## src/rtl/asrv32_fetch_if.sv

```systemverilog
// Instruction-memory request/acknowledge bus between the fetch unit and imem.
// Acknowledge and read data are valid in the same cycle.
interface asrv32_fetch_if;
  logic        imem_req;
  logic [31:0] imem_addr;
  logic        imem_ack;
  logic [31:0] imem_rdata;

  modport master (
    output imem_req,
    output imem_addr,
    input  imem_ack,
    input  imem_rdata
  );

  modport slave (
    input  imem_req,
    input  imem_addr,
    output imem_ack,
    output imem_rdata
  );
endinterface

```

## src/rtl/asrv32_fetch.sv

```systemverilog
// Instruction-fetch unit: owns the PC, issues one imem request per FETCH visit,
// and returns the word with a one-cycle valid pulse.
//
//   state | meaning
//   IDLE  | no bus transaction outstanding
//   REQ   | request held on the bus, waiting for ack
module asrv32_fetch #(
  parameter logic [31:0] PC_RESET = 32'h0000_0000
) (
  input  logic                  i_clk,
  input  logic                  i_rst_n,
  input  logic                  i_fetch_en,
  input  logic                  i_writeback_en,
  input  logic                  i_change_pc,
  input  logic [31:0]           i_next_pc,
  input  logic                  i_redirect,
  input  logic [31:0]           i_redirect_pc,
  output logic [31:0]           o_pc,
  asrv32_fetch_if.master        imem,
  output logic [31:0]           o_inst,
  output logic                  o_inst_valid,
  output logic                  o_stall,
  output logic                  o_misaligned
);

  typedef enum logic {
    IDLE = 1'b0,
    REQ  = 1'b1
  } state_t;

  state_t      r_state;
  state_t      w_state_nxt;
  logic [31:0] r_pc;
  logic        r_imem_req;
  logic [31:0] r_imem_addr;
  logic [31:0] r_inst;
  logic        r_inst_valid;
  logic        r_discard;

  logic        w_misaligned;
  logic        w_issue;
  logic        w_accept;
  logic        w_drop;

  assign w_misaligned = |r_pc[1:0];

  always_ff @(posedge i_clk or negedge i_rst_n) begin
    if (!i_rst_n) begin
      r_state <= IDLE;
    end else begin
      r_state <= w_state_nxt;
    end
  end

  always_comb begin
    w_state_nxt = r_state;
    w_issue     = 1'b0;
    w_accept    = 1'b0;
    w_drop      = 1'b0;
    case (r_state)
      IDLE: begin
        // The valid-cycle guard keeps one fetch per FETCH visit.
        if (i_fetch_en && !w_misaligned && !i_redirect && !r_inst_valid) begin
          w_issue     = 1'b1;
          w_state_nxt = REQ;
        end
      end
      REQ: begin
        if (imem.imem_ack) begin
          // A word returning alongside or after a redirect belongs to the old path.
          if (r_discard || i_redirect) begin
            w_drop = 1'b1;
          end else begin
            w_accept = 1'b1;
          end
          w_state_nxt = IDLE;
        end
      end
      default: w_state_nxt = IDLE;
    endcase
  end

  always_ff @(posedge i_clk or negedge i_rst_n) begin
    if (!i_rst_n) begin
      r_imem_req   <= 1'b0;
      r_imem_addr  <= PC_RESET;
      r_inst       <= 32'h0;
      r_inst_valid <= 1'b0;
      r_discard    <= 1'b0;
    end else begin
      r_inst_valid <= w_accept;
      if (w_issue) begin
        r_imem_req  <= 1'b1;
        r_imem_addr <= r_pc;
      end else if (w_accept || w_drop) begin
        r_imem_req  <= 1'b0;
      end
      if (w_accept) begin
        r_inst <= imem.imem_rdata;
      end
      if (w_accept || w_drop) begin
        r_discard <= 1'b0;
      end else if (r_state == REQ && i_redirect) begin
        r_discard <= 1'b1;
      end
    end
  end

  // Redirect outranks a simultaneous writeback commit.
  always_ff @(posedge i_clk or negedge i_rst_n) begin
    if (!i_rst_n) begin
      r_pc <= PC_RESET;
    end else if (i_redirect) begin
      r_pc <= i_redirect_pc;
    end else if (i_writeback_en) begin
      r_pc <= i_change_pc ? i_next_pc : r_pc + 32'd4;
    end
  end

  assign o_pc           = r_pc;
  assign imem.imem_req  = r_imem_req;
  assign imem.imem_addr = r_imem_addr;
  assign o_inst         = r_inst;
  assign o_inst_valid   = r_inst_valid;
  assign o_misaligned   = w_misaligned;
  assign o_stall        = i_fetch_en & ~r_inst_valid & ~w_misaligned;

endmodule
```

## src/flat_wrapper.sv

```systemverilog
// flat-port wrapper written by rule: the top's interface ports become plain ports
module asrv32_fetch_flat 
#(
  parameter logic [31:0] PC_RESET = 32'h0000_0000
)
  (i_clk, i_rst_n, i_fetch_en, i_writeback_en, i_change_pc, i_next_pc, i_redirect, i_redirect_pc, o_pc, o_inst, o_inst_valid, o_stall, o_misaligned, imem_imem_req, imem_imem_addr, imem_imem_ack, imem_imem_rdata);
  asrv32_fetch_if imem_i ();
  input  logic i_clk;
  input  logic i_rst_n;
  input  logic i_fetch_en;
  input  logic i_writeback_en;
  input  logic i_change_pc;
  input  logic [31:0] i_next_pc;
  input  logic i_redirect;
  input  logic [31:0] i_redirect_pc;
  output logic [31:0] o_pc;
  output logic [31:0] o_inst;
  output logic o_inst_valid;
  output logic o_stall;
  output logic o_misaligned;
  output wire logic [$bits(imem_i.imem_req)-1:0] imem_imem_req;
  output wire logic [$bits(imem_i.imem_addr)-1:0] imem_imem_addr;
  input wire logic [$bits(imem_i.imem_ack)-1:0] imem_imem_ack;
  input wire logic [$bits(imem_i.imem_rdata)-1:0] imem_imem_rdata;
  assign imem_imem_req = imem_i.imem_req;
  assign imem_imem_addr = imem_i.imem_addr;
  assign imem_i.imem_ack = imem_imem_ack;
  assign imem_i.imem_rdata = imem_imem_rdata;
  asrv32_fetch #(.PC_RESET(PC_RESET)) u_core (.i_clk(i_clk), .i_rst_n(i_rst_n), .i_fetch_en(i_fetch_en), .i_writeback_en(i_writeback_en), .i_change_pc(i_change_pc), .i_next_pc(i_next_pc), .i_redirect(i_redirect), .i_redirect_pc(i_redirect_pc), .o_pc(o_pc), .imem(imem_i), .o_inst(o_inst), .o_inst_valid(o_inst_valid), .o_stall(o_stall), .o_misaligned(o_misaligned));
endmodule
```

## config.mk

```make
export PLATFORM = sky130hd
export DESIGN_NAME = asrv32_fetch_flat
export DESIGN_NICKNAME = d
export VERILOG_FILES = /design/src/rtl/asrv32_fetch_if.sv /design/src/rtl/asrv32_fetch.sv /design/src/flat_wrapper.sv
export SDC_FILE = /design/constraint.sdc
export NUM_CORES = 1
export LEC_CHECK = 0
export BUFFER_PORTS_ARGS = -buffer_cell sky130_fd_sc_hd__clkbuf_2
export CAP_MARGIN = 5
export CORE_UTILIZATION = 43
export CTS_CLUSTER_DIAMETER = 40
export DETAILED_ROUTE_END_ITERATION = 10
export PLACE_DENSITY = 0.76
export SLEW_MARGIN = 10
export SYNTH_ARGS = -nofsm -noshare
export SYNTH_HDL_FRONTEND = slang
export SYNTH_SLANG_ARGS = --single-unit
export TNS_END_PERCENT = 20
```

## constraint.sdc

```tcl
create_clock -name i_clk -period 2.1 [get_ports i_clk]
set_clock_uncertainty 0.2 [all_clocks]
set_input_delay 0.42 -clock i_clk [delete_from_list [all_inputs] [get_ports i_clk]]
set_output_delay 0.42 -clock i_clk [all_outputs]
set_load 0.1 [all_outputs]
```

Yosys cells after proc, flatten, opt, wreduce, memory -nomap -nowiden

Cells that the tools add are included.

Multipliers: 0
Multiplexer cells: 17
Bitwise logic cells: 5
Add/sub/neg operators: 1
Divide/modulo/power cells: 0
Reduce and logical (&&, ||, !) cells: 13
$lt $le $gt $ge: 0
Shifts and indexed selects: 0
Equality and inequality tests: 0

Operators by type and width:

| operator                                                         | number |
|---|---|
| 32-bit 2-to-1 mux                                                | 3 |
| 32-bit by 3-bit adder with 32-bit output (second input constant) | 1 |
| 1-bit 2-to-1 mux                                                 | 13 |
| 2-bit nonzero test                                               | 3 |
| 1-bit logical AND                                                | 4 |
| 1-bit zero test                                                  | 3 |
| 1-bit NOT                                                        | 3 |
| 1-bit bitwise AND                                                | 2 |
| 1-bit logical OR                                                 | 2 |
| 1-bit one-hot mux with 2 select lines                            | 1 |
| 2-bit OR reduction                                               | 1 |

Memory bits (writable): 0
Output and inout bits: 100
Register bits: 100
Bits in read-only memories: 0
Latch bits: 0
Memories: 0
Input bits: 103

Depth between registers and ports, before layout

Gate-level depths: netlist of the first run.

Depth after elaboration: 8
Gate-level depth with buffers: 8
Depth with buffers taken out: 6

Least setup slack after synthesis of the first run

OpenSTA, ideal clock, no wires.

Path type: register to register
Start: reg u_core.r_pc[1], in the netlist u_core.o_pc[1]
End: reg u_core.r_imem_addr[24], in the netlist u_core.imem.imem_addr[24]
Setup time: 0.126 ns
Required time: 1.774 ns
Path slack: -1.876 ns
Data arrival time: 3.650 ns
Period minus slack after synthesis: 3.976 ns
Path buffers: 1
Stages on the path, launching flop included: 6
Cells stage by stage: dfrtp_1 or2_2 nor3b_2 nand2_2 buf_2 mux2_2

Cells in the longest elaborated chain, start to end: 7

RTL lines:

| item                           | RTL line            | source |
|---|---|---|
| start, declared                | asrv32_fetch.sv:33  | `logic [31:0] r_pc;` |
| start signal, assigned         | asrv32_fetch.sv:114 | `r_pc <= i_redirect_pc;` |
| start signal, assigned         | asrv32_fetch.sv:116 | `r_pc <= i_change_pc ? i_next_pc : r_pc + 32'd4;` |
| 2-bit OR reduction             | asrv32_fetch.sv:45  | `assign w_misaligned = \|r_pc[1:0];` |
| net o_misaligned               | flat_wrapper.sv:20  | `output logic o_misaligned;` |
| 1-bit zero test                | asrv32_fetch.sv:63  | `if (i_fetch_en && !w_misaligned && !i_redirect && !r_inst_valid) begin` |
| 1-bit logical AND (3 in a row) | asrv32_fetch.sv:63  |  |
| 1-bit 2-to-1 mux               | asrv32_fetch.sv:63  |  |
| 1-bit 2-to-1 mux               | asrv32_fetch.sv:60  | `case (r_state)` |
| end signal, assigned           | asrv32_fetch.sv:94  | `r_imem_addr <= r_pc;` |
| end, declared                  | asrv32_fetch.sv:35  | `logic [31:0] r_imem_addr;` |

The timed path passes the listed nets, and every way through them passes these cells.
A chain may end at the register's enable or synchronous reset.

Final worst setup path of the first run

Start: reg u_core.r_pc[0], in the netlist u_core.o_pc[0]
End: out o_stall

Cells in the longest elaborated chain, start to end: 3

RTL lines:

| item               | RTL line            | source |
|---|---|---|
| 2-bit OR reduction | asrv32_fetch.sv:45  |  |
| 1-bit NOT          | asrv32_fetch.sv:126 | `assign o_stall = i_fetch_en & ~r_inst_valid & ~w_misaligned;` |
| 1-bit bitwise AND  | asrv32_fetch.sv:126 |  |
| end, declared      | flat_wrapper.sv:19  | `output logic o_stall;` |

Every way passes these cells.

==> flow_summary_export.csv, run 1 <==
group,metric,value,unit
synth,netlist_instances,438,
synth,synth.cell_area,4790,sq um
placed_design,dp_cells,787,
synth,synth_flop_cell,"dfrtp_1",
detailed_routing,wl_per_cell,16.3,microns
placed_design,dpl.hpwl,9820,microns
detailed_routing,vias_per_cell,5.30,
global_routing,grt_max_degree,56,
global_routing,grt-ovfl-total,0,
finish,stdcell_count,806,
synth,ys_warn_count,0,
detailed_routing,drt_iter0_drc,230,
die,die_area,11600,sq um
power,clock_power_share,0.110,
detailed_routing,drt_pre_antenna_iters,4,
setup_path,worst-path-buf-inv,2,
sta,finalSetupTns,-0.121,ns
setup_path,crit_path_cell_trace,"or2_4, nor3b_4, buf_6, buf_12",
placed_design,place_congestion,0.839,
die,fp.dieH,108,microns
setup_path,slowest_delay,0.49,ns
job,drv_cap,0,
setup_path,endpoint_kind,"output port",
cts,cts_buffers,9,
finish,layout-drive-gt1-share,0.492,
setup_path,cp-start-kind,"flip-flop",
die,die_w,108,microns
synth,synth-seq-cells,100,
finish,final_util,0.594,
setup_path,critPathSlowestCell,"dfrtp_4",
finish,final_cell_area,6440,sq um
setup_path,worstPathRequired,1.48,ns
sta,finalCriticalPeriod,2.22,ns
global_routing,grt_pass1_vias,4239,
detailed_routing,drt-total-wl,13100,microns
detailed_routing,drc,0,
finish,synthToLayoutAreaGrowth,34.3,%
power,p_comb_frac,0.610,
outcome,status,"finished with violations",
power,p_int,3990,uW
sta,fin_ws,-0.121,ns
synth,synth_edf_count,0,
outcome,violations,"negative setup slack",
sta,relSlewSlack,0.617,
power,power.switching,6250,uW
worst_hold_path,hp-class,"input port to flip-flop",
setup_path,crit_type,"flip-flop to output port",
finish,layout_common_cells,"198 x clkbuf_2, 98 x dfrtp_1, 59 x mux2_2",
placed_design,dpl-instance-area,6220,sq um
setup_path,cp_max_fo,2,
sta,finalCritPeriodShare,1.06,
sta,finalSetupViolCount,1,
cts,clock_sinks,100,
synth,ys_types,48,
cts,cts-root-buf,"clkbuf_8",
detailed_routing,antenna_left,0,
sta,hold_violations,0,
sta,rsz0062_at_grt,"true",
cts,cts_tree,"yes",
synth,synth_fp_nets,542,
die,core,10800,sq um
finish,num_antenna_cells,0,
setup_path,critical_path.top_delay_family,"flip-flops",
cts,cts-htree-levels,3,
cts,worstSkewPairLatency,0.37,ns
synth,synth_area_per_cell,10.9,sq um
detailed_routing,vias,4274,
sta,hold_ws,0.0594,ns
power,power.share.sequential,0.280,
power,switching_share,0.610,
sta,max_freq,0.450,GHz
setup_path,arrival,1.60,ns
die,ioPinCount,203,
power,ir_worst_vdd,2.03,mV
die,std_cell_rows,38,
power,leakage,0.00322,uW
cts,clk_path_buf_depth,2,
global_routing,antenna_found_initial,0,
sta,slew_viol_final,0,
sta,tightest_slew,0.577,ns
placed_design,port_buffers,202,
cts,clk_pin_slew,0.11,ns
synth,synth_async_sr_flop_share,1.00,
die,start_util,0.442,
synth,synth_seq_area_share,0.522,
power,power_density,1590,nW/um^2
global_routing,grt_pass1_wl,20700,microns
global_routing,grt_use_total,0.234,
finish,final_common_cell,"clkbuf_2",
finish,fin_nets,765,
[power by group through the flow]
stage          combinational (uW)  clock (uW)  sequential [uW]
2_1_floorplan                 766           0             7270
3_3_place_gp                 6200           0             2870
3_5_place_dp                 6250           0             2910
4_1_cts                      6270        1160             2870
5_1_grt                      6410        1230             2940
6_report                     6250        1130             2870
[final cells by class]
type	count	area (sq um)
inverters	8	30.0
well taps	140	175
fillers	975	4400
repair buffers	244	1410
clock buffers	10	128
clock inverters	6	41.3
multi-input cells	298	2150
flip-flops and latches	100	2510
[sequential cells by signal, summed over array words and instances (netlist names)]
signal,count
u_core.imem.imem_addr,32
u_core.r_discard,1
u_core.r_state,1
u_core.o_inst_valid,1
u_core.imem.imem_req,1
u_core.o_pc,32
u_core.o_inst,32
[Yosys cell counts, drive strengths merged (4+ instances only)]
cell type	count	share of area
inv	8	0.0063
xor2	7	0.013
o221ai	16	0.029
nand4	7	0.012
clkbuf	22	0.018
buf	10	0.011
mux2	59	0.14
and4	6	0.011
dfrtp	100	0.52
nand3	11	0.011
mux2i	4	0.0084
nand2	46	0.037
o21ai	23	0.024
and3	20	0.026
xnor2	13	0.024
nor3	6	0.0063
nor2	16	0.013
a21oi	31	0.032
[cells by family (layout without fill, tap and decap cells)]
| kind of cell | Yosys count | count (layout) | share of synthesized area |
|---|---|---|---|
| simple gates | 122 | 122 | 0.136 |
| fa+ha+maj | 1 | 1 | 0.00261 |
| flops | 100 | 100 | 0.522 |
| compound gates | 92 | 92 | 0.121 |
| mux | 63 | 63 | 0.147 |
| xor+xnor | 20 | 20 | 0.0366 |
| buf+inv | 40 | 268 | 0.0350 |
[routing by layer]
layer / wire length, microns / GRT usage / vias to the layer above
met5: 0 / 0 / -
met4: 274 / 0.0930 / 0
met3: 661 / 0.0406 / 22
met2: 6580 / 0.389 / 145
met1: 5630 / 0.302 / 2078
li1: - / - / 2029
[metrics by stage]
stage / setup slack [ns] / total power [uW]
after floorplan: -0.876 / 8040
after global placement: 0.120 / 9070
after detailed placement: 0.0772 / 9170
after CTS: -0.121 / 10300
after global routing: -0.170 / 10600
final: -0.121 / 10200
[path summary, 6_finish.rpt]
| path | from | endpoint | slack, ns | cells past startpoint |
|---|---|---|---|---|
| worst max-delay path | u_core.o_pc[0] | o_stall | -0.12 | 4 |
| worst min-delay path | imem_imem_ack | u_core.r_discard | 0.06 | 2 |
| worst max register to register | u_core.o_pc[0] | u_core.imem.imem_addr[19] | 0.13 | 5 |
| worst min register to register | u_core.imem.imem_addr[1] | u_core.imem.imem_addr[1] | 0.30 | 1 |
| max in group asynchronous | i_rst_n | u_core.imem.imem_addr[5] | 1.03 | 3 |
| min in group asynchronous | i_rst_n | u_core.o_inst[1] | 0.38 | 3 |
[repair_timing]
action,in CTS,in global routing
gates resized for setup,1,4
pin swaps,2,0
setup buffers,2,0
hold buffers,1,0
endpoints found under the setup margin,2,28
hold endpoints to repair,100,0
(Power assumes the default switching activity.)
==> inputs of run 2 (changes only) <==
ABC_AREA = 1   (was not set)
CORE_UTILIZATION = 44   (was 43)
PLACE_DENSITY = 0.77   (was 0.76)
==> run 2 against run 1 <==
  * The run now ends clean
  * First-iteration DRC count grew 72%
  * Critical path depth unchanged
  * Largest cell class unchanged
  * Critical endpoint unchanged
  * Core utilization up 0.70 points
  * Critical path type unchanged
  * Final cell count rose by 28%
  * Largest power group unchanged
  * Setup slack improved by 0.21 ns
  * Non-clock buffer count decreased by 26
==> flow_summary_export.csv, run 2 <==
group,metric,value,unit
detailed_routing,drt_iter0_drc,396,
setup_path,crit_type,"flip-flop to output port",
die,die_area,11900,sq um
synth,synth_flop_cell,"dfrtp_1",
synth,synth-seq-cells,100,
detailed_routing,wl_per_cell,14.6,microns
synth,synth_edf_count,0,
setup_path,arrival,1.39,ns
power,leakage,0.00367,uW
synth,synth.cell_area,5070,sq um
detailed_routing,antenna_left,0,
detailed_routing,drc,0,
cts,cts_buffers,9,
placed_design,port_buffers,202,
global_routing,grt_max_degree,39,
cts,cts_setup_buffers,0,
sta,finalSetupViolCount,0,
synth,ys_types,28,
outcome,status,"finished clean",
synth,yosysTopAreaCell,"dfrtp_1",
synth,synth_fp_nets,787,
sta,hold_ws,0.0752,ns
synth,netlist_instances,683,
cts,cts-htree-levels,3,
finish,final_cell_area,6630,sq um
global_routing,grt_pass1_vias,4703,
finish,final_util,0.601,
sta,rsz0062_at_grt,"false",
synth,ys_warn_count,0,
cts,clk_path_buf_depth,2,
global_routing,grt_use_total,0.255,
placed_design,pre_cts_slack,0.259,ns
sta,max_freq,0.497,GHz
global_routing,grt-ovfl-total,0,
synth,synth_area_per_cell,7.42,sq um
cts,clock_sinks,100,
worst_hold_path,hp-class,"input port to flip-flop",
synth,synth_async_sr_flop_share,1.00,
die,fp.dieH,109,microns
sta,fin_ws,0.0883,ns
synth,synth.most_common_cell,"nand2_1",
job,drv_cap,0,
die,core,11000,sq um
detailed_routing,drt-total-wl,15000,microns
placed_design,dpl.hpwl,11400,microns
power,power_density,1570,nW/um^2
detailed_routing,drt_pre_antenna_iters,5,
setup_path,cp_max_fo,3,
placed_design,place_congestion,0.968,
setup_path,worstPathRequired,1.48,ns
global_routing,antenna_found_initial,0,
placed_design,dp_cells,1013,
synth,synth_area_leaders,"dfrtp_1 49%, nand2_1 20%, nor2_1 6.4%, o21ai_0 4.6%, nand3_1 3.9%",
finish,layout-drive-gt1-share,0.296,
synth,ys_top_cells_by_count,"276 x nand2_1, 100 x dfrtp_1, 86 x nor2_1, 51 x inv_1, 47 x o21ai_0",
setup_path,cp-start-kind,"flip-flop",
sta,tightest_slew,0.578,ns
detailed_routing,vias_per_cell,5.02,
sta,relSlewSlack,0.616,
setup_path,reg2reg_setup_slack,0.22,ns
cts,cts_tree,"yes",
placed_design,dpl-instance-area,6320,sq um
finish,final_common_cell,"nand2_1",
power,ir_worst_vdd,1.09,mV
global_routing,grt_pass1_wl,23400,microns
sta,hold_violations,0,
setup_path,endpoint_kind,"output port",
detailed_routing,vias,5173,
sta,slew_viol_final,0,
die,die_w,109,microns
finish,num_antenna_cells,0,
cts,worstSkewPairLatency,0.34,ns
finish,stdcell_count,1030,
cts,clk_pin_slew,0.08,ns
sta,finalCriticalPeriod,2.01,ns
die,std_cell_rows,38,
cts,cts-root-buf,"clkbuf_16",
die,ioPinCount,203,
sta,finalCritPeriodShare,0.958,
synth,netlist.area_leader.share,0.494,
finish,layout_common_cells,"276 x nand2_1, 200 x clkbuf_2, 91 x dfrtp_1",
synth,synth_seq_area_share,0.494,
finish,synthToLayoutAreaGrowth,30.8,%
die,start_util,0.459,
finish,fin_nets,989,
cts,cts_resized,0,
-- run 2: changes by cell type in the layout (fill, tap and decap cells not counted), moves of 14 or more --
cell,delta
a21oi_1,-30
a22oi_1,+20
and3_1,-19
buf_4,-23
inv_1,+43
mux2_2,-57
nand2_1,+231
nand3_1,+28
nor2_1,+68
o21ai_1,+29
o221ai_1,-14
-- run 2: final timing paths --
path / from / endpoint / cells past startpoint
max: u_core.o_pc[0] / o_stall / 4
min: imem_imem_rdata[28] / u_core.o_inst[28] / 3
max reg2reg: u_core.o_pc[3] / u_core.o_pc[12] / 9
min reg2reg: u_core.o_inst[14] / u_core.o_inst[14] / 2
max in group asynchronous: i_rst_n / u_core.o_inst[14] / 3
min in group asynchronous: i_rst_n / u_core.imem.imem_addr[28] / 2
-- run 2: logic make-up (layout without fill, tap and decap cells) --
| kind of cell | count (synthesis) | in the layout | synth area share |
|---|---|---|---|
| muxes | 2 | 2 | 0.00444 |
| AOI/OAI and AO/OA | 77 | 77 | 0.0914 |
| adders and majority gates | 1 | 1 | 0.00247 |
| DFF | 100 | 100 | 0.494 |
| and+or+nand+nor | 417 | 417 | 0.334 |
| xor gates and xnor gates | 7 | 7 | 0.0121 |
| buffers and inverters | 79 | 286 | 0.0620 |
-- run 2: final cells by class --
class | count | area [sq um]
fill | 1070 | 4400
sequential | 100 | 2520
multi-input combinational | 504 | 2270
timing repair buffer | 218 | 1180
clock buffer | 9 | 225
inverter | 52 | 195
tap | 140 | 175
clock inverter | 7 | 67.6
-- run 2: worst max-delay path: stages, from the launching register on --
cell	delay [ns]
dfrtp_4	0.49
nor2_2	0.13
nand2_1	0.09
nor2_4	0.14
buf_12	0.19
-- run 2: power by group --
part           internal (uW)  total, uW  switching [uW]
clock                    837       1640             805
combinational            775       5840            5070
sequential              2500       2910             408
total                   4110      10400            6280
-- run 2: per-layer routing --
metal,part of all wire,vias to the layer above,global-route usage
met5,0,-,0
met4,0.011,0,0.0676
met3,0.067,14,0.0492
met2,0.48,194,0.413
met1,0.44,2411,0.349
li1,-,2554,-
-- run 2: through the flow --
| step | setup TNS [ns] | power (uW) |
|---|---|---|
| after global placement | 0 | 8750 |
| after global routing | 0 | 10800 |
| final | 0 | 10400 |
| after floorplan | -5.07 | 7750 |
| after CTS | 0 | 10500 |
| after detailed placement | 0 | 8800 |
-- run 2: repair_timing --
action / 4_1_cts / 5_1_grt
endpoints found under the hold margin: 26 / 0
endpoints found under the setup margin: 0 / 1
hold buffers: 1 / 0
==> inputs of run 3 (changes only) <==
--- a/config.mk
+++ b/config.mk
@@ -14,2 +14,3 @@
 export PLACE_DENSITY = 0.77
+export REMOVE_ABC_BUFFERS = 1
 export SLEW_MARGIN = 10
--- a/constraint.sdc
+++ b/constraint.sdc
@@ -4,2 +4,2 @@
 set_output_delay 0.42 -clock i_clk [all_outputs]
-set_load 0.1 [all_outputs]
+set_load 0.01 [all_outputs]
==> run 3 against run 2 <==
  * Flip-flop and latch count is the same
  * Critical path type unchanged
  * Total power shrank 38%
  * Combinational power shrank 69%
  * Sequential power is essentially flat
  * Largest power group is now sequential cells
  * Global-route usage shrank 0.13 points
  * Non-clock buffer count shrank 2
  * Routed wire length shrank 3.2%
  * Final cell count shrank 0.19%
  * Clock power grew 5%
  * Critical path depth is the same
  * Hold slack lost 0.0026 ns
==> flow_summary_export.csv, run 3 (synthesized netlist as in run 2, its figures left out) <==
group,metric,value,unit
detailed_routing,drt-total-wl,14500,microns
detailed_routing,drt_iter0_drc,338,
setup_path,cp-start-kind,"flip-flop",
cts,clock_sinks,100,
sta,tightest_slew,0.483,ns
finish,layout-drive-gt1-share,0.282,
placed_design,pre_cts_slack,0.245,ns
die,ioPinCount,203,
sta,finalCritPeriodShare,0.885,
setup_path,arrival,1.24,ns
die,die_area,11900,sq um
finish,layout_common_cells,"276 x nand2_1, 201 x clkbuf_2, 100 x dfrtp_1",
power,ir_worst_vdd,0.513,mV
sta,finalSetupViolCount,0,
cts,cts_buffers,9,
sta,finalCriticalPeriod,1.86,ns
global_routing,grt_max_degree,90,
finish,num_antenna_cells,0,
worst_hold_path,holdPathEnd,"u_core.o_inst[8]",
detailed_routing,vias_per_cell,4.92,
cts,worstSkewPairLatency,0.34,ns
sta,relSlewSlack,0.678,
placed_design,dp_cells,1011,
sta,max_freq,0.538,GHz
finish,final_util,0.596,
finish,fillers,1030,
die,core,11000,sq um
detailed_routing,wl_per_cell,14.1,microns
cts,clk_pin_slew,0.08,ns
finish,seq_area,2500,sq um
detailed_routing,antenna_left,0,
setup_path,worstPathRequired,1.48,ns
cts,cts-htree-levels,3,
cts,cts_tree,"yes",
die,die_w,109,microns
die,std_cell_rows,38,
placed_design,place_congestion,0.890,
setup_path,r2r_cells,9,
setup_path,reg2reg_from,"u_core.o_pc[3]",
global_routing,grt_pass1_vias,4855,
power,power_density,981,nW/um^2
placed_design,port_buffers,202,
setup_path,endpoint_kind,"output port",
outcome,status,"finished clean",
finish,synthToLayoutAreaGrowth,29.6,%
global_routing,grt_pass1_wl,23200,microns
global_routing,grt_use_total,0.253,
sta,rsz0062_at_grt,"false",
setup_path,cp_max_fo,3,
power,leakage,0.00367,uW
global_routing,grt-ovfl-total,0,
global_routing,grt.met2_usage,0.416,
global_routing,antenna_found_initial,0,
finish,stdcell_count,1028,
job,drv_cap,0,
global_routing,grt.busiest_layer,"met2",
global_routing,grt.met3_usage,0.0676,
placed_design,dpl-instance-area,6250,sq um
die,start_util,0.459,
detailed_routing,vias,5062,
global_routing,use_met1,0.326,
finish,multi_input_comb_area,2250,sq um
worst_hold_path,min_from,"imem_imem_rdata[8]",
sta,slew_viol_final,0,
setup_path,crit_type,"flip-flop to output port",
cts,clk_path_buf_depth,2,
worst_hold_path,worstHoldPathCells,3,
setup_path,reg2reg_setup_slack,0.28,ns
detailed_routing,drc,0,
setup_path,r2r-end,"u_core.o_pc[12]",
finish,final_common_cell,"nand2_1",
finish,fin_nets,987,
placed_design,dpl.hpwl,11000,microns
sta,fin_ws,0.241,ns
sta,hold_violations,0,
finish,final_cell_area,6570,sq um
detailed_routing,drt_pre_antenna_iters,4,
cts,cts-root-buf,"clkbuf_16",
worst_hold_path,hp-class,"input port to flip-flop",
die,fp.dieH,109,microns
[run 3: power by group]
part	internal [uW]	total, uW	switching [uW]
clock	975	1720	743
sequential	2500	2920	424
combinational	762	1800	1040
[run 3: per-stage QoR]
step | total power, uW | hold slack [ns] | TNS, ns
final | 6440 | 0.0727 | 0
after global routing | 6860 | 0.0760 | 0
after CTS | 6500 | 0.0654 | 0
after detailed placement | 4760 | 0.0750 | 0
after global placement | 4720 | 0.0717 | 0
after floorplan | 3780 | -0.0756 | -3.51
[run 3: critical path, stage by stage, from the launching register on]
cell and delay, ns:
dfrtp_1 0.40, nor2_1 0.14, nand2_1 0.07, nor2_2 0.13, clkbuf_2 0.15
[run 3: area by class of cell]
| class | count | share of cell area |
|---|---|---|
| Clock inverter | 5 | 0.0101 |
| Tap cell | 140 | 0.0267 |
| Sequential cell | 100 | 0.381 |
| Inverter | 52 | 0.0297 |
| Multi-Input combinational cell | 504 | 0.343 |
| Clock buffer | 11 | 0.0370 |
| Timing Repair Buffer | 216 | 0.173 |
[run 3: what timing repair did]
action / in CTS / in global routing
endpoints found under the hold margin: 11 / 0
hold buffers: 1 / 0
setup buffers: 0 / 0
gates resized for setup: 0 / 0
[run 3: how the worst max path moves through the flow]
stage / startpoint / endpoint / slack (ns) / cells after the start
after global routing: u_core.o_pc[13] / u_core.o_pc[18] / 0.08 / 9
after floorplan: i_redirect / u_core.o_pc[15] / -0.10 / 5
after detailed placement: i_redirect / u_core.imem.imem_addr[8] / 0.24 / 5
after global placement: i_redirect / u_core.imem.imem_addr[8] / 0.27 / 5
after CTS: u_core.o_pc[1] / o_stall / 0.23 / 4
final: u_core.o_pc[1] / o_stall / 0.24 / 4
[run 3: routing by layer]
layer	routed length, microns	part of all wire	up-vias
met2	6600	0.45	206
li1	-	-	2558
met5	0	0	-
met4	189	0.013	0
met3	1310	0.090	16
met1	6430	0.44	2282
